$ cat src/rtl/fetch_unit_pkg.sv
// Shared definitions for the fetch unit and the control unit: opcode constants
// and the fetch FSM state encoding.
package fetch_unit_pkg;

    localparam logic [5:0] OP_RTYPE = 6'b000000;
    localparam logic [5:0] OP_ADDI  = 6'b001000;
    localparam logic [5:0] OP_SUBI  = 6'b001001;
    localparam logic [5:0] OP_LWI   = 6'b001010;
    localparam logic [5:0] OP_BEQ   = 6'b000100;
    localparam logic [5:0] OP_J     = 6'b000010;
    localparam logic [5:0] OP_LW    = 6'b100011;
    localparam logic [5:0] OP_SW    = 6'b101011;

    typedef enum logic [1:0] {
        S_FETCH = 2'd0,
        S_WAIT  = 2'd1,
        S_ISSUE = 2'd2
    } fetch_state_t;

endpackage

$ cat src/rtl/fetch_unit_pc_next.sv
// Combinational next-PC selection: jump target, taken branch, or sequential.
module pc_next
    import fetch_unit_pkg::*;
#(
    parameter int PC_W = 8
) (
    input  logic [PC_W-1:0] i_pc,
    input  logic [PC_W-1:0] i_offset,
    input  logic            i_branch,
    input  logic            i_jump,
    input  logic            i_zero,
    output logic [PC_W-1:0] o_next_pc
);

    logic [PC_W-1:0] w_seq_pc;

    assign w_seq_pc = i_pc + {{(PC_W-1){1'b0}}, 1'b1};

    // The offset is already PC_W wide, so its sign extension to PC_W is the
    // field itself; modulo-2^PC_W addition makes negative offsets wrap.
    always_comb begin
        if (i_jump) begin
            o_next_pc = i_offset;
        end else if (i_branch && i_zero) begin
            o_next_pc = w_seq_pc + i_offset;
        end else begin
            o_next_pc = w_seq_pc;
        end
    end

endmodule

$ cat src/rtl/fetch_unit.sv
// Instruction fetch unit: FETCH -> WAIT (memory ack) -> ISSUE (decode handshake),
// updating the PC from the control-unit branch/jump decision at handshake.
module fetch_unit
    import fetch_unit_pkg::*;
#(
    parameter int PC_W    = 8,
    parameter int INSTR_W = 32
) (
    input  logic               clk,
    input  logic               rst_n,
    output logic               imem_req,
    output logic [PC_W-1:0]    imem_addr,
    input  logic               imem_ack,
    input  logic [INSTR_W-1:0] imem_rdata,
    output logic               instr_valid,
    input  logic               instr_ready,
    output logic [INSTR_W-1:0] instr,
    output logic [PC_W-1:0]    pc,
    input  logic               branch,
    input  logic               jump,
    input  logic               zero
);

    fetch_state_t       r_state;
    logic [PC_W-1:0]    r_pc;
    logic [INSTR_W-1:0] r_instr;
    logic [PC_W-1:0]    w_next_pc;

    pc_next #(
        .PC_W (PC_W)
    ) u_pc_next (
        .i_pc      (r_pc),
        .i_offset  (r_instr[PC_W-1:0]),
        .i_branch  (branch),
        .i_jump    (jump),
        .i_zero    (zero),
        .o_next_pc (w_next_pc)
    );

    always_ff @(posedge clk) begin
        if (!rst_n) begin
            r_state <= S_FETCH;
            r_pc    <= '0;
            r_instr <= '0;
        end else begin
            case (r_state)
                S_FETCH: r_state <= S_WAIT;
                S_WAIT: begin
                    if (imem_ack) begin
                        r_instr <= imem_rdata;
                        r_state <= S_ISSUE;
                    end
                end
                S_ISSUE: begin
                    if (instr_ready) begin
                        r_pc    <= w_next_pc;
                        r_state <= S_FETCH;
                    end
                end
                default: r_state <= S_FETCH;
            endcase
        end
    end

    // Request is gated by reset so memory sees no fetch while rst_n is low.
    assign imem_req    = rst_n && (r_state != S_ISSUE);
    assign imem_addr   = r_pc;
    assign instr_valid = (r_state == S_ISSUE);
    assign instr       = r_instr;
    assign pc          = r_pc;

endmodule
$ cat config.mk
export PLATFORM = sky130hd
export DESIGN_NAME = fetch_unit
export DESIGN_NICKNAME = d
export VERILOG_FILES = /design/src/rtl/fetch_unit_pkg.sv /design/src/rtl/fetch_unit_pc_next.sv /design/src/rtl/fetch_unit.sv
export SDC_FILE = /design/constraint.sdc
export NUM_CORES = 1
export LEC_CHECK = 0
export ABC_CLOCK_PERIOD_IN_PS = 6100
export BUFFER_PORTS_ARGS = -buffer_cell sky130_fd_sc_hd__buf_2
export CAP_MARGIN = 20
export CORE_AREA = 2 2 75 77
export CTS_CLUSTER_DIAMETER = 150
export DETAILED_ROUTE_END_ITERATION = 10
export DIE_AREA = 0 0 77 79
export GPL_ROUTABILITY_DRIVEN = 1
export PLACE_DENSITY = 0.84
export SKIP_CTS_REPAIR_TIMING = 1
export SLEW_MARGIN = 20
export SYNTH_ARGS = -nofsm -noshare
export SYNTH_HDL_FRONTEND = slang
export SYNTH_SLANG_ARGS = --single-unit
$ cat constraint.sdc
create_clock -name clk -period 6.1 [get_ports clk]
set_input_delay 0.915 -clock clk [delete_from_list [all_inputs] [get_ports clk]]
set_output_delay 0.915 -clock clk [all_outputs]
set_load 0.1 [all_outputs]
==> results.toml <==
[cts]
cts.clk_slew.worst_paths_ns = 0.08
clock_path_buffers = 2
cts_buffers = 5
cts_max_level = 2
clock-sinks = 42
cts_tree = "built"
cts-root-buf = "clkbuf_8"
clkLatencyLatePin_ns = 0.29

[synth]
synth_seq_cells = 42
synth_top_area_share_pct = 36.6
synth_top_family_by_area = "simple AND/OR/NAND/NOR gates"
synthesis.nets = 338
synth_fa_ha_area_share_pct = 5.78
yosys.area.top_type = "dfxtp_1"
seq_area_frac_synth_pct = 36.6
async_reset_ff_share_pct = 0
synthXorXnorAreaFrac_pct = 2.29
synth_cells = 289
yosys_warnings = 0
synth_compound_area_share_pct = 23.3
synth.area.top_cells = "dfxtp_1, nand2_1, a21boi_0"
synth_commonest_cells = "nand2_1, dfxtp_1, a21boi_0"
synth-simple-area-share_pct = 23.9
yosysMostFrequentCell = "nand2_1"
synth_top_flop_cell = "dfxtp_1"
synth_mux_area_share_pct = 1.31
avgSynthCellArea_um2 = 7.94
yosys.cell_types.count = 44
syn_area_um2 = 2290
synth-edff-count = 0

[critical_path]
start_kind = "primary input"
end_kind = "primary output"
critPathRequiredTime_ns = 5.18
setup.worst_path.class = "in -> out"
critPathArrivalTime_ns = 2.08
path_max_fanout = 45

[timing]
rsz0062_at_grt = "no"
period_needed_ns = 3.00
worst_hold_slack_ns = 0.468
finalSetupTns_ns = 0
worst_pin_slew_ns = 0.671
hold_viol = 0
setup_violations = 0
fmax_mhz = 334
fin_worst_skew_ns = 0.00619
fin_crit_sh_pct = 49.1
slew_headroom_pct = 55.2
slew_viol_final = 0

[detailed_routing]
viasPerCell = 5.23
vias = 2264
drc = 0
drt_iter0_drc = 167
routedWlPerCell_um = 12.8
postRouteAntennaNets = 0
routed_wl_um = 5520
drt_pass1_iterations = 4

[die]
start_util_pct = 43.0
die_area_um2 = 6080
dieWidth_um = 77
core_area_um2 = 5340
die_h_um = 79
ioPinCount = 89
rows = 27

[final_layout]
filler_cell_count = 529
area.growth.synth_to_final_pct = 22.7
n_antenna_cell = 0
final_cells = 433
final_core_util_pct = 52.8
drive_gt1_share_pct = 28.3
layout.nets = 409

[pwr]
leakagePower_uw = 0.00127
p_comb_share_pct = 24.9
p_int_uw = 436
power_density_nw_per_um2 = 236
seq_power_share_pct = 44.5
clock_power_share_pct = 30.5
p_sw_share_pct = 34.4
ir_drop_mv = 0.149
p_total_uw = 664
p_sw_uw = 228

[placement]
placedCellCount = 425
io_buffers = 88
dp_hpwl_um = 4100
place.gp.congestion = 0.872

[grt]
grt_max_degree = 46
grt_usage_pct = 18.3
grt_pass1_wl_um = 9070
grt_pass1_vias = 1957
overflow = 0
antenna_found_initial = 0

[job]
maxCapViolCount = 0

[min_path]
hp-class = "reg -> reg"

[outcome]
status = "finished, final reports clean"
==> layer usage <==
layer / wire (µm) / vias up / GRT usage, % / part of all wire (%)
met5: 0 / - / 0 / 0
met4: 33 / 0 / 4.46 / 0.60
met2: 2600 / 95 / 30.0 / 47
met1: 2460 / 1028 / 24.3 / 45
met3: 423 / 4 / 4.66 / 7.7
li1: - / 1137 / - / -
==> flip-flops by register name, summed over array words and instances, names as in the netlist <==
name,cells
r_state,2
instr,32
imem_addr,8
==> metrics by stage <==
step / setup slack [ns] / area, µm²
after detailed placement: 3.11 / 2710
after global routing: 3.00 / 2820
final: 3.10 / 2820
after floorplan: 3.02 / 2290
after global placement: 3.12 / 2710
after CTS: 3.11 / 2820
==> power by group through the flow <==
stage	clock network [µW]	logic, µW	registers, µW
after floorplan	0	55.9	379
after global placement	0	164	301
after detailed placement	0	166	302
after CTS	210	166	296
after global routing	226	176	297
final	203	166	296
==> worst max-delay path: stages <==
cell	delay, ns
buf_2	0.52
and2_1	0.21
buf_2	0.42
==> final timing paths <==
path / endpoint / slack [ns] / cells past startpoint / start
worst max-delay path: imem_req / 3.10 / 3 / rst_n
worst min-delay path: instr[15]$_SDFFE_PN0P_ / 0.47 / 2 / instr[15]$_SDFFE_PN0P_
worst max register to register: imem_addr[5]$_SDFFE_PN0P_ / 3.61 / 9 / imem_addr[2]$_SDFFE_PN0P_
worst min register to register: instr[15]$_SDFFE_PN0P_ / 0.47 / 2 / instr[15]$_SDFFE_PN0P_
==> layout by cell type (no fill, tap or decap), drive strengths merged, types with 4 or more instances in the layout <==
master	count
a21boi	33
a21oi	11
buf	89
clkbuf	8
dfxtp	42
ha	9
inv	7
nand2	77
nand3	9
nor2	7
nor3	7
o21ai	9
or3	4
==> cells by family after synthesis <==
logic type | count (synthesis)
adder cells (fa/ha/maj) | 10
XOR/XNOR | 6
AO/OA/AOI/OAI | 76
buffers and inverters | 32
AND/OR/NAND/NOR | 120
flip-flops | 42
multiplexers | 3
==> final cells by class <==
| class | count | area [µm²] | area share, % |
|---|---|---|---|
| sequential | 42 | 841 | 29.9 |
| clock buffer | 8 | 110 | 3.91 |
| inverter | 7 | 26.3 | 0.933 |
| multi-input combinational | 215 | 1300 | 46.2 |
| tap | 72 | 90.1 | 3.20 |
| timing repair buffer | 89 | 448 | 15.9 |
Note: power is estimated with default switching activity, not from simulation.
